===== config.mk =====
export PLATFORM = sky130hd
export DESIGN_NAME = marker_decoder
export DESIGN_NICKNAME = d
export VERILOG_FILES = /design/src/rtl/marker_decoder.sv
export SDC_FILE = /design/constraint.sdc
export NUM_CORES = 1
export LEC_CHECK = 0
export ABC_AREA = 0
export BUFFER_PORTS_ARGS = -buffer_cell sky130_fd_sc_hd__buf_4
export CAP_MARGIN = 5
export CELL_PAD_IN_SITES_DETAIL_PLACEMENT = 0
export CELL_PAD_IN_SITES_GLOBAL_PLACEMENT = 1
export CORE_UTILIZATION = 40
export DETAILED_ROUTE_END_ITERATION = 8
export PLACE_DENSITY = 0.83
export SLEW_MARGIN = 10
export SYNTH_ARGS = -nofsm -noshare
export SYNTH_HDL_FRONTEND = slang
export SYNTH_SLANG_ARGS = --single-unit

===== constraint.sdc =====
create_clock -name XCVR_CLK -period 2.2 [get_ports XCVR_CLK]
set_input_delay 0.44 -clock XCVR_CLK [delete_from_list [all_inputs] [get_ports XCVR_CLK]]
set_output_delay 0.44 -clock XCVR_CLK [all_outputs]
set_load 0.02 [all_outputs]

===== src/rtl/marker_decoder.sv =====
// Transceiver marker decoder: turns command/complement word pairs into one-cycle marker pulses,
// flags malformed sequences and keeps a saturating error count.
module marker_decoder #(
    parameter logic [7:0]  CMD_PREFIX = 8'h1C,
    parameter logic [15:0] COMMA      = 16'hBC3C
) (
    input  logic        XCVR_CLK,
    input  logic        XCVR_RESETN,
    input  logic [15:0] DATA_FROM_RX,
    input  logic [1:0]  KCHAR_FROM_RX,
    input  logic        CNT_CLEAR,
    output logic        CLOCK_MARKER,
    output logic        EVENT_MARKER,
    output logic        LOOPBACK_MARKER,
    output logic        DIAG_MARKER,
    output logic        TIMEOUT_MARKER,
    output logic        RETRANS_MARKER,
    output logic [3:0]  RETRANS_SEQ,
    output logic        DCS_REQ,
    output logic        UNDEF_CMD,
    output logic        ERR_MARKER,
    output logic        ERR_RETRANS,
    output logic        ERR_ILLEGAL,
    output logic [7:0]  ERR_COUNT
);

    typedef enum logic [1:0] {StIdle, StWaitN, StWaitSeq} state_e;
    typedef enum logic [2:0] {MkClock, MkEvent, MkLoopback, MkDiag, MkRetrans} marker_e;

    localparam int unsigned PClock    = 0;
    localparam int unsigned PEvent    = 1;
    localparam int unsigned PLoopback = 2;
    localparam int unsigned PDiag     = 3;
    localparam int unsigned PTimeout  = 4;
    localparam int unsigned PRetrans  = 5;
    localparam int unsigned PDcs      = 6;
    localparam int unsigned PUndef    = 7;
    localparam int unsigned PErrMark  = 8;
    localparam int unsigned PErrRetr  = 9;
    localparam int unsigned PErrIll   = 10;

    state_e      state_q, state_d;
    marker_e     marker_q, marker_d;
    logic [7:0]  expect_q, expect_d;
    logic [3:0]  seq_q, seq_d;
    logic [10:0] pulse_q, pulse_d;
    logic [7:0]  count_q, count_d;

    logic       upper_ok;
    logic       cmd_ok;
    logic [7:0] low;
    logic       nibbles_eq;

    assign low        = DATA_FROM_RX[7:0];
    assign upper_ok   = DATA_FROM_RX[15:8] == CMD_PREFIX;
    assign cmd_ok     = (KCHAR_FROM_RX == 2'b10) && upper_ok;
    assign nibbles_eq = (DATA_FROM_RX[15:12] == DATA_FROM_RX[11:8]) &&
                        (DATA_FROM_RX[11:8] == DATA_FROM_RX[7:4]) &&
                        (DATA_FROM_RX[7:4] == DATA_FROM_RX[3:0]);

    always_comb begin
        state_d  = state_q;
        marker_d = marker_q;
        expect_d = expect_q;
        seq_d    = seq_q;
        pulse_d  = '0;
        unique case (state_q)
            StIdle: begin
                unique case (KCHAR_FROM_RX)
                    2'b10: begin
                        if (!upper_ok) begin
                            pulse_d[PErrIll] = 1'b1;
                        end else begin
                            // Openers store the complement low byte expected next.
                            case (low)
                                8'h11: begin state_d = StWaitN; marker_d = MkClock;    expect_d = 8'hEE; end
                                8'h10: begin state_d = StWaitN; marker_d = MkEvent;    expect_d = 8'hEF; end
                                8'h12: begin state_d = StWaitN; marker_d = MkLoopback; expect_d = 8'hED; end
                                8'h13: begin state_d = StWaitN; marker_d = MkDiag;     expect_d = 8'hEC; end
                                8'h15: begin state_d = StWaitN; marker_d = MkRetrans;  expect_d = 8'hEA; end
                                8'h14: pulse_d[PTimeout] = 1'b1;
                                8'h00: pulse_d[PDcs] = 1'b1;
                                8'hEE, 8'hEF, 8'hED, 8'hEC, 8'hEA: pulse_d[PErrMark] = 1'b1;
                                default: pulse_d[PUndef] = 1'b1;
                            endcase
                        end
                    end
                    2'b01: pulse_d[PErrIll] = 1'b1;
                    2'b11: if (DATA_FROM_RX != COMMA) pulse_d[PErrIll] = 1'b1;
                    default: ;
                endcase
            end
            StWaitN: begin
                state_d = StIdle;
                if (cmd_ok && low == expect_q) begin
                    case (marker_q)
                        MkClock:    pulse_d[PClock] = 1'b1;
                        MkEvent:    pulse_d[PEvent] = 1'b1;
                        MkLoopback: pulse_d[PLoopback] = 1'b1;
                        MkDiag:     pulse_d[PDiag] = 1'b1;
                        default:    state_d = StWaitSeq;
                    endcase
                end else begin
                    pulse_d[PErrMark] = 1'b1;
                end
            end
            StWaitSeq: begin
                state_d = StIdle;
                if (KCHAR_FROM_RX == 2'b00 && nibbles_eq) begin
                    pulse_d[PRetrans] = 1'b1;
                    seq_d             = DATA_FROM_RX[3:0];
                end else begin
                    pulse_d[PErrRetr] = 1'b1;
                end
            end
            default: state_d = StIdle;
        endcase
    end

    // Count moves on the same edge that raises the error pulse, so clear wins on a tie.
    always_comb begin
        count_d = count_q;
        if (CNT_CLEAR) begin
            count_d = '0;
        end else if ((pulse_d[PErrMark] || pulse_d[PErrRetr] || pulse_d[PErrIll]) &&
                     count_q != 8'hFF) begin
            count_d = count_q + 8'd1;
        end
    end

    always_ff @(posedge XCVR_CLK or negedge XCVR_RESETN) begin
        if (!XCVR_RESETN) begin
            state_q  <= StIdle;
            marker_q <= MkClock;
            expect_q <= '0;
            seq_q    <= '0;
            pulse_q  <= '0;
            count_q  <= '0;
        end else begin
            state_q  <= state_d;
            marker_q <= marker_d;
            expect_q <= expect_d;
            seq_q    <= seq_d;
            pulse_q  <= pulse_d;
            count_q  <= count_d;
        end
    end

    assign CLOCK_MARKER    = pulse_q[PClock];
    assign EVENT_MARKER    = pulse_q[PEvent];
    assign LOOPBACK_MARKER = pulse_q[PLoopback];
    assign DIAG_MARKER     = pulse_q[PDiag];
    assign TIMEOUT_MARKER  = pulse_q[PTimeout];
    assign RETRANS_MARKER  = pulse_q[PRetrans];
    assign DCS_REQ         = pulse_q[PDcs];
    assign UNDEF_CMD       = pulse_q[PUndef];
    assign ERR_MARKER      = pulse_q[PErrMark];
    assign ERR_RETRANS     = pulse_q[PErrRetr];
    assign ERR_ILLEGAL     = pulse_q[PErrIll];
    assign RETRANS_SEQ     = seq_q;
    assign ERR_COUNT       = count_q;

endmodule


==> impl_results.md, run 1 <==
- Status: finished with violations
- Failing checks: negative setup slack
- Crit start category: primary input
- Combinational power share: 0.132
- Slowest cell on crit path: or4b_4
- CTS tree: done
- Worst path max stage delay: 0.53 ns
- Die area: 4670 um^2
- Unrepaired setup endpoints after global routing: yes
- Pleak: 1.30 nW
- Post-synthesis async set-or-reset flop share: 1.00
- Port bufs: 43
- Power Density: 504 nW/um^2
- # rows: 23
- Initial core utilization: 0.427
- Post-route ant nets: 0
- Period utilization: 1.11
- Reg2Reg Depth: 7
- Vias in the first global route: 1614
- Most frequent cells in the layout: 85 x buf_4, 32 x dfrtp_1, 15 x nor2_1
- CP Capture Type: flip-flop
- CP Data Arrival Time: 2.61 ns
- GRT Overall Usage: 0.219
- Placer congestion estimate: 0.879
- Die W: 68.3 um
- Fmax achieved: 0.410 GHz
- Setup tns final: -1.90 ns
- Drt drc: 0
- Cts hold-fix bufs: 0
- Syn Inst Count: 179
- Worst path depth: 7
- Total power draw: 1.35 mW
- Max-slew violations: 0
- TritonRoute pass-1 iters: 4
- Clk network pwr share: 0.421
- First-pass GRT wire length: 7430 um
- Clk_skew: 0.00648 ns
- Hold crit path type: in2async
- Max FO, Critical Path: 7
- Setup WS pre-CTS: -0.564 ns
- Largest net degree at the start of global routing: 33
- Cell internal pwr: 1.02 mW
- Skew-Pair Late Insertion Delay: 0.29 ns
- Layout area overhead: 51.7%
- Antenna violations before repair: 0
- # clock sinks: 32
- IO Pins: 44
- Clk slew on worst S/H paths: 0.07 ns
- CTS buffer count: 5
- Seq pwr share: 0.448
- Synthesized Nets: 201
- Die H: 68.3 um
- Crit path time final: 2.44 ns
- Cell variety after synth: 45
- Netlist Area Pre-Place: 1760 um^2
- Commonest non-fill, non-tap cell in the layout: buf_4
- Worst hold slack: 0.0694 ns
- Slew @ Worst Pin: 0.458 ns
- Final Worst Setup Slack: -0.241 ns
- Area of the core: 4120 um^2
- CP bufs+invs: 1
- Nets: 291
- WP data required: 2.37 ns
- Flops & latches, synth: 32
- Number of fill cells: 359
- Hpwl dp: 3460 um
- Max-Cap Viols: 0
- Most used DFF post-synth: dfrtp_1
- CP Class: in2reg
- Slew HR: 0.693
- Via density: 5.29
- Synth warn: 0
- Routed WL: 4630 um
- Sequential area share after synthesis: 0.455
- Final Hold Fails: 0
- Worst IR drop on VDD: 0.000369 V
- # setup viols final: 12
- Critical path cell sequence: buf_6, or4b_4, or3_4, or4_4, a21o_4, a21oi_2, mux2_4
- CP top delay family: simple AND/OR/NAND/NOR gates
- Final core occ: 0.649
- Net Sw Frac: 0.241
- CTS root buffer: clkbuf_8
- # diodes: 0
- Switching Power: 0.325 mW
- WL/cell: 14.5 um
- DR iter-0 viols: 42
- H-tree depth: 2
- Maximum clock insertion buffer count: 2
- Via count: 1693
- Remaining global-route overflow: 0
- Post-Syn Area per Cell: 9.83 um^2
- Layout cells sized above 1: 0.478
- Post-synth EDFFs: 0
[power groups by stage]
stage	registers, mW	clock network [mW]	logic, mW
4_1_cts	0.602	0.577	0.173
3_3_place_gp	0.613	0	0.167
2_1_floorplan	0.618	0	0.0484
3_5_place_dp	0.613	0	0.169
6_report	0.602	0.566	0.177
5_1_grt	0.603	0.598	0.193
[routing by layer]
layer	wire length, um	track usage	part of all wire
met2	2270	0.357	0.49
met1	2090	0.279	0.45
met3	182	0.0550	0.039
met5	0	0	0
met4	83	0.0781	0.018
[metrics by stage]
step | area, um^2 | instances
CTS | 2640 | 319
floorplan | 1770 | 179
global route | 2670 | 320
finish | 2670 | 320
detailed placement | 2460 | 309
global placement | 2460 | 309
[synthesized netlist by cell type (2+ instances only)]
cell,n,share of area
dfrtp_1,32,0.46
nor2_1,15,0.032
nand2_1,10,0.021
a21oi_1,9,0.026
nor2b_1,8,0.028
inv_1,7,0.015
nor4_1,7,0.025
a21oi_2,6,0.030
and3_1,6,0.021
mux2_1,6,0.038
nand2b_1,6,0.021
nand4_1,6,0.021
clkbuf_1,5,0.011
nor3_1,5,0.014
o21ai_0,5,0.014
nand3_1,4,0.011
o22ai_1,4,0.014
and4_1,3,0.015
mux2_2,3,0.019
or2_2,3,0.011
or3_1,2,0.0071
or4_1,2,0.0085
xnor2_1,2,0.010
xor2_1,2,0.010
[path summary, 6_finish.rpt]
check                          endpoint              from  slack, ns
hold / removal             ERR_COUNT[5]       XCVR_RESETN       0.07
setup / recovery           ERR_COUNT[3]  KCHAR_FROM_RX[0]      -0.24
setup reg to reg           ERR_COUNT[3]       expect_q[1]       0.16
max in group asynchronous   pulse_q[10]       XCVR_RESETN       1.83
hold reg to reg              pulse_q[1]       marker_q[1]       0.47
min in group XCVR_CLK        pulse_q[6]   DATA_FROM_RX[4]       0.38
[timing repair]
action	4_1_cts	5_1_grt
setup buffers	2	1
resized for setup	13	4
pin swaps	3	3
endpoints found under the setup margin	12	13
[kinds of logic (layout without fill, tap and decap cells)]
kind of cell               Yosys count  after routing  synth area share
AOI/OAI and AO/OA                   37             37             0.154
xor gates and xnor gates             4              4            0.0199
adders and majority gates            1              1           0.00711
buffers and inverters               12            103            0.0256
DFF                                 32             32             0.455
muxes                                9              9            0.0576
and+or+nand+nor                     84             84             0.281
[sequential cells by signal (all words and copies together) (netlist names)]
name / count
state_q: 2
marker_q: 3
RETRANS_SEQ: 4
pulse_q: 11
ERR_COUNT: 8
expect_q: 4
[layout make-up]
| class | count | area [um^2] | area share |
|---|---|---|---|
| multi-input cells | 135 | 987 | 0.370 |
| flip-flops and latches | 32 | 801 | 0.300 |
| repair buffers | 88 | 681 | 0.255 |
| clock buffers | 5 | 68.8 | 0.0258 |
| well taps | 50 | 62.6 | 0.0234 |
| clock inverters | 3 | 42.5 | 0.0159 |
| inverters | 7 | 26.3 | 0.00985 |
Note: power is estimated with default switching activity, not from simulation.
==> run 2: changes to the inputs <==
--- a/config.mk
+++ b/config.mk
@@ -12,7 +12,9 @@
 export CELL_PAD_IN_SITES_GLOBAL_PLACEMENT = 1
 export CORE_UTILIZATION = 40
 export DETAILED_ROUTE_END_ITERATION = 8
-export PLACE_DENSITY = 0.83
+export PLACE_DENSITY_LB_ADDON = 0.1
+export RECOVER_POWER = 100
+export REMOVE_ABC_BUFFERS = 1
 export SLEW_MARGIN = 10
 export SYNTH_ARGS = -nofsm -noshare
 export SYNTH_HDL_FRONTEND = slang
==> run 2 against run 1 <==
The flow finishes with violations (max-capacitance violations, max-slew violations, negative setup slack). Utilization down 1.7 points. Sequential cell count unchanged. Clock skew down 0.00081 ns. Cell area down 2.6%. Final cell count unchanged. Largest power group unchanged.
==> impl_results.md, run 2 (synthesis gave the netlist of run 1 again) <==
- Final core occ: 0.632 (was 0.649)
- Hold Crit Depth: 2
- Routed WL: 4730 um (was 4630 um)
- Reg2Reg Capture Point: ERR_COUNT[5] (was ERR_COUNT[3])
- Hpwl dp: 3510 um (was 3460 um)
- Skew-Pair Late Insertion Delay: 0.28 ns (was 0.29 ns)
- Most frequent cells in the layout: 62 x buf_4, 32 x dfrtp_1, 22 x clkbuf_1 (was 85 x buf_4, 32 x dfrtp_1, 15 x nor2_1)
- CTS buffer count: 5 (unchanged)
- Port bufs: 43 (unchanged)
- Status: finished with violations (unchanged)
- Remaining global-route overflow: 0 (unchanged)
- Via count: 1719 (was 1693)
- Hold Crit Endpoint: pulse_q[6]
- Setup tns final: -1.73 ns (was -1.90 ns)
- Net Sw Frac: 0.243 (was 0.241)
- Clk_skew: 0.00568 ns (was 0.00648 ns)
- Layout cells sized above 1: 0.389 (was 0.478)
- GRT Overall Usage: 0.224 (was 0.219)
- IO Pins: 44 (unchanged)
- Combinational power share: 0.128 (was 0.132)
- CP Data Arrival Time: 2.59 ns (was 2.61 ns)
- Slew HR: -0.146 (was 0.693)
- Hold_sp: DATA_FROM_RX[4]
- Reg2Reg Depth: 6 (was 7)
- Max FFs per register: 11 (unchanged)
- Reg with most FFs: pulse_q (unchanged)
- Drt drc: 0 (unchanged)
- Max-slew violations: 33 (was 0)
- Clk slew on worst S/H paths: 0.07 ns (about the same)
- Fmax achieved: 0.414 GHz (was 0.410 GHz)
- Failing checks: max-capacitance violations, max-slew violations, negative setup slack (was negative setup slack)
- Post-route ant nets: 0 (unchanged)
- WL/cell: 14.8 um (was 14.5 um)
- Die W: 68.3 um (unchanged)
- TritonRoute pass-1 iters: 4 (unchanged)
- Slew @ Worst Pin: 1.72 ns (was 0.458 ns)
- CTS tree: done (unchanged)
- Worst IR drop on VDD: 0.000239 V (was 0.000369 V)
- Crit path time final: 2.42 ns (was 2.44 ns)
- Die area: 4670 um^2 (unchanged)
- Maximum clock insertion buffer count: 2 (unchanged)
- DR iter-0 viols: 60 (was 42)
- R2r startpoint: state_q[0] (was expect_q[1])
- Hold crit path type: in2reg (was in2async)
- Placer congestion estimate: 0.823 (was 0.879)
- CP Capture Type: flip-flop (unchanged)
- Seq pwr share: 0.451 (was 0.448)
- Cell internal pwr: 1.01 mW (was 1.02 mW)
- Nets: 291 (unchanged)
- Max-Cap Viols: 1 (was 0)
- Layout area overhead: 47.8% (was 51.7%)
- Antenna violations before repair: 0 (unchanged)
- First-pass GRT wire length: 7670 um (was 7430 um)
- WP data required: 2.37 ns (about the same)
- Via density: 5.37 (was 5.29)
- # clock sinks: 32 (unchanged)
- CTS root buffer: clkbuf_8 (unchanged)
- Die H: 68.3 um (unchanged)
- # setup viols final: 12 (unchanged)
- Final Hold Fails: 0 (unchanged)
- Unrepaired setup endpoints after global routing: yes (unchanged)
- Commonest non-fill, non-tap cell in the layout: buf_4 (unchanged)
- Vias in the first global route: 1715 (was 1614)
- Power Density: 514 nW/um^2 (was 504 nW/um^2)
- Area of the core: 4120 um^2 (unchanged)
- CP Class: in2reg (unchanged)
- Largest net degree at the start of global routing: 33 (unchanged)
- Pleak: 1.21 nW (was 1.30 nW)
- Period utilization: 1.10 (was 1.11)
- # rows: 23 (unchanged)
- Initial core utilization: 0.427 (unchanged)
- Clk network pwr share: 0.421 (about the same)
- # diodes: 0 (unchanged)
- Crit start category: primary input (unchanged)
- Max FO, Critical Path: 7 (unchanged)
- H-tree depth: 2 (unchanged)
- Register-to-register setup slack: 0.12 ns (was 0.16 ns)
- Final Worst Setup Slack: -0.216 ns (was -0.241 ns)
- Switching Power: 0.324 mW (was 0.325 mW)
[run 2: cell types whose count changed in the layout (fill, tap and decap cells not counted), sizes merged]
cell / delta
clkbuf: +22
buf: -22
[run 2: power by group through the flow]
stage / clock network [mW] / logic, mW / registers, mW
after floorplan: 0 / 0.0402 / 0.618
after detailed placement: 0 / 0.166 / 0.613
after global placement: 0 / 0.161 / 0.613
after CTS: 0.578 / 0.170 / 0.602
final: 0.562 / 0.171 / 0.603
after global routing: 0.608 / 0.187 / 0.603
[run 2: repair_timing]
| action | 4_1_cts | 5_1_grt |
|---|---|---|
| pin swaps | 11 | 10 |
| buffers inserted | 1 | 1 |
| setup endpoints to repair | 14 | 14 |
| hold buffers | 0 | 0 |
| resized for setup | 10 | 11 |
| cloned | 0 | 0 |
[run 2: through the flow]
| stage | power [mW] | hold WS (ns) | std cells | setup WS, ns | cell area (um^2) |
|---|---|---|---|---|---|
| finish | 1.34 | 0.372 | 320 | -0.216 | 2600 |
| global route | 1.40 | 0.376 | 320 | -0.232 | 2600 |
| CTS | 1.35 | 0.0916 | 319 | -0.199 | 2610 |
| detailed placement | 0.780 | 0.405 | 310 | -0.714 | 2450 |
| global placement | 0.774 | 0.388 | 310 | -0.635 | 2450 |
| floorplan | 0.658 | 0.144 | 174 | -0.479 | 1740 |
[run 2: how the worst max path moves through the flow]
stage                startpoint           end  slack, ns
4_1_cts        KCHAR_FROM_RX[0]  ERR_COUNT[6]      -0.20
3_5_place_dp   KCHAR_FROM_RX[0]  ERR_COUNT[5]      -0.71
5_1_grt        KCHAR_FROM_RX[0]  ERR_COUNT[7]      -0.23
3_3_place_gp   KCHAR_FROM_RX[0]  ERR_COUNT[3]      -0.64
6_report       KCHAR_FROM_RX[0]  ERR_COUNT[7]      -0.22
2_1_floorplan  KCHAR_FROM_RX[0]  ERR_COUNT[3]      -0.48
[run 2: layout make-up]
cell class,count,area [um^2]
clock inverter,3,42.5
tap,50,62.6
timing repair buffer,88,593
multi-input combinational,135,1010
clock buffer,5,68.8
inverter,7,26.3
fill,365,1520
sequential,32,801
[run 2: routing by layer]
layer	share of wire	track usage
met4	0.0080	0.104
met1	0.45	0.266
met2	0.50	0.382
met5	0	0
met3	0.041	0.0483
[run 2: worst max-delay path: stages]
cell and delay, ns:
buf_6 0.09, or4b_4 0.54, or3_4 0.35, or4_4 0.43, a21o_4 0.28, a21oi_2 0.15
mux2_4 0.31
==> run 3: changes to the inputs <==
--- a/config.mk
+++ b/config.mk
@@ -13,7 +13,7 @@
 export CORE_UTILIZATION = 40
 export DETAILED_ROUTE_END_ITERATION = 8
 export PLACE_DENSITY_LB_ADDON = 0.1
-export RECOVER_POWER = 100
+export RECOVER_POWER = 50
 export REMOVE_ABC_BUFFERS = 1
 export SLEW_MARGIN = 10
 export SYNTH_ARGS = -nofsm -noshare
==> run 3 against run 2 <==
The flow still finishes with violations (max-capacitance violations, max-slew violations, negative setup slack). Combinational power about the same. Critical endpoint is now ERR_COUNT[3]. Largest cell class unchanged. Maximum frequency fell by 0.12%. Clock power hardly changed. Wire length up 0.63%. Sequential share of layout area fell by 0.70 points. Global-route usage unchanged. First-iteration DRC count decreased by 15%. Hold slack about the same. Setup slack lost 0.0029 ns. Total power grew 0.17%. Final cell count unchanged. Cell area rose by 2.3%.
==> impl_results.md, run 3 (synthesis gave the netlist of run 1 again) <==
- Area of the core: 4120 um^2 (unchanged)
- Placed Area: 2450 um^2 (unchanged)
- Fin cells: 320 (unchanged)
- Die H: 68.3 um (unchanged)
- Vias in the first global route: 1715 (unchanged)
- Port bufs: 43 (unchanged)
- Worst IR drop on VDD: 0.000239 V (about the same)
- Inst Count DP: 310 (unchanged)
- CTS tree: done (unchanged)
- Hold crit path type: in2reg (unchanged)
- Maximum clock insertion buffer count: 2 (unchanged)
- WL/cell: 14.9 um (was 14.8 um)
- WP data required: 2.37 ns (about the same)
- # diodes: 0 (unchanged)
- Clk slew on worst S/H paths: 0.07 ns (about the same)
- Number of fill cells: 348 (was 365)
- Placer congestion estimate: 0.823 (unchanged)
- Failing checks: max-capacitance violations, max-slew violations, negative setup slack (unchanged)
- GRT Overall Usage: 0.224 (unchanged)
- IO Pins: 44 (unchanged)
- Final Worst Setup Slack: -0.219 ns (was -0.216 ns)
- Max-Cap Viols: 1 (unchanged)
- Crit start category: primary input (unchanged)
- Remaining global-route overflow: 0 (unchanged)
- Via count: 1732 (was 1719)
- First-pass GRT wire length: 7670 um (unchanged)
- CP Capture Type: flip-flop (unchanged)
- Reg with most FFs: pulse_q (unchanged)
- # clock sinks: 32 (unchanged)
- Post-route ant nets: 0 (unchanged)
- Slew HR: -0.143 (was -0.146)
- Die area: 4670 um^2 (unchanged)
- CTS root buffer: clkbuf_8 (unchanged)
- # rows: 23 (unchanged)
- Initial core utilization: 0.427 (unchanged)
- CTS buffer count: 5 (unchanged)
- Clk_skew: 0.00613 ns (was 0.00568 ns)
- Commonest non-fill, non-tap cell in the layout: buf_4 (unchanged)
- Max FO, Critical Path: 7 (unchanged)
- Die W: 68.3 um (unchanged)
- CP Class: in2reg (unchanged)
- Final core occ: 0.646 (was 0.632)
- Pleak: 1.28 nW (was 1.21 nW)
- Skew-Pair Late Insertion Delay: 0.28 ns (about the same)
- Antenna violations before repair: 0 (unchanged)
- TritonRoute pass-1 iters: 4 (unchanged)
- Unrepaired setup endpoints after global routing: yes (unchanged)
- Largest net degree at the start of global routing: 33 (unchanged)
- DR iter-0 viols: 51 (was 60)
- Period utilization: 1.10 (about the same)
- Layout cells sized above 1: 0.448 (was 0.389)
- Cts hold-fix bufs: 0 (unchanged)
- Hpwl dp: 3510 um (unchanged)
- Setup WS pre-CTS: -0.714 ns (unchanged)
- Max-slew violations: 33 (unchanged)
- CP Data Arrival Time: 2.59 ns (about the same)
- Max FFs per register: 11 (unchanged)
- Worst hold slack: 0.372 ns (about the same)
- Final Hold Fails: 0 (unchanged)
- Fmax achieved: 0.413 GHz (was 0.414 GHz)
- Most frequent cells in the layout: 78 x buf_4, 32 x dfrtp_1, 15 x nor2_1 (was 62 x buf_4, 32 x dfrtp_1, 22 x clkbuf_1)
- Status: finished with violations (unchanged)
- Nets: 291 (unchanged)
- # setup viols final: 12 (unchanged)
- Final instance area: 2660 um^2 (was 2600 um^2)
- Routed WL: 4760 um (was 4730 um)
- Layout area overhead: 51.2% (was 47.8%)
- Via density: 5.41 (was 5.37)
- Drt drc: 0 (unchanged)
- Power Density: 503 nW/um^2 (was 514 nW/um^2)
- Crit path time final: 2.42 ns (about the same)
- Slew @ Worst Pin: 1.71 ns (was 1.72 ns)
- H-tree depth: 2 (unchanged)
[run 3: cell types whose count changed in the layout (fill, tap and decap cells not counted), sizes merged]
cell | previous run | this run
clkbuf | 27 | 11
buf | 66 | 82
[run 3: metal layers]
metal	up-vias	GRT usage	routed length (um)
met5	-	0	0
met4	0	0.104	38
met3	4	0.0483	195
met2	52	0.382	2400
met1	834	0.266	2120
li1	842	-	-
[run 3: final timing paths]
kind	start	end	slack, ns	depth (start not counted)
max	KCHAR_FROM_RX[0]	ERR_COUNT[3]	-0.22	7
min	DATA_FROM_RX[4]	pulse_q[6]	0.37	2
max reg2reg	expect_q[1]	ERR_COUNT[4]	0.12	7
min reg2reg	marker_q[1]	pulse_q[1]	0.45	1
max in group asynchronous	XCVR_RESETN	RETRANS_SEQ[2]	0.61	1
min in group asynchronous	XCVR_RESETN	ERR_COUNT[4]	0.60	1
[run 3: final cells by class]
class | instances | area, um^2 | share of cell area
Clock buffer | 5 | 68.8 | 0.0259
Clock inverter | 3 | 42.5 | 0.0160
Inverter | 7 | 26.3 | 0.00988
Multi-Input combinational cell | 135 | 1010 | 0.378
Sequential cell | 32 | 801 | 0.301
Tap cell | 50 | 62.6 | 0.0235
Timing Repair Buffer | 88 | 653 | 0.246
[run 3: through the flow]
step	power, mW	TNS, ns
global placement	0.774	-9.05
floorplan	0.658	-3.90
CTS	1.35	-1.80
global route	1.40	-2.28
finish	1.34	-1.73
detailed placement	0.780	-9.82
[run 3: power breakdown]
group | total [mW] | switching, mW | internal [mW]
registers | 0.603 | 0.00928 | 0.594
clock network | 0.563 | 0.228 | 0.335
logic | 0.173 | 0.0878 | 0.0854
total | 1.34 | 0.325 | 1.01
[run 3: critical path, stage by stage]
cell,delay [ns]
buf_6,0.09
or4b_4,0.54
or3_4,0.35
or4_4,0.43
a21o_4,0.28
a21oi_2,0.15
mux2_4,0.31
[run 3: repair_timing]
| item | CTS | global route |
|---|---|---|
| gates resized for setup | 10 | 11 |
| setup buffers | 1 | 1 |
| pin swaps | 11 | 10 |
| endpoints found under the setup margin | 14 | 14 |
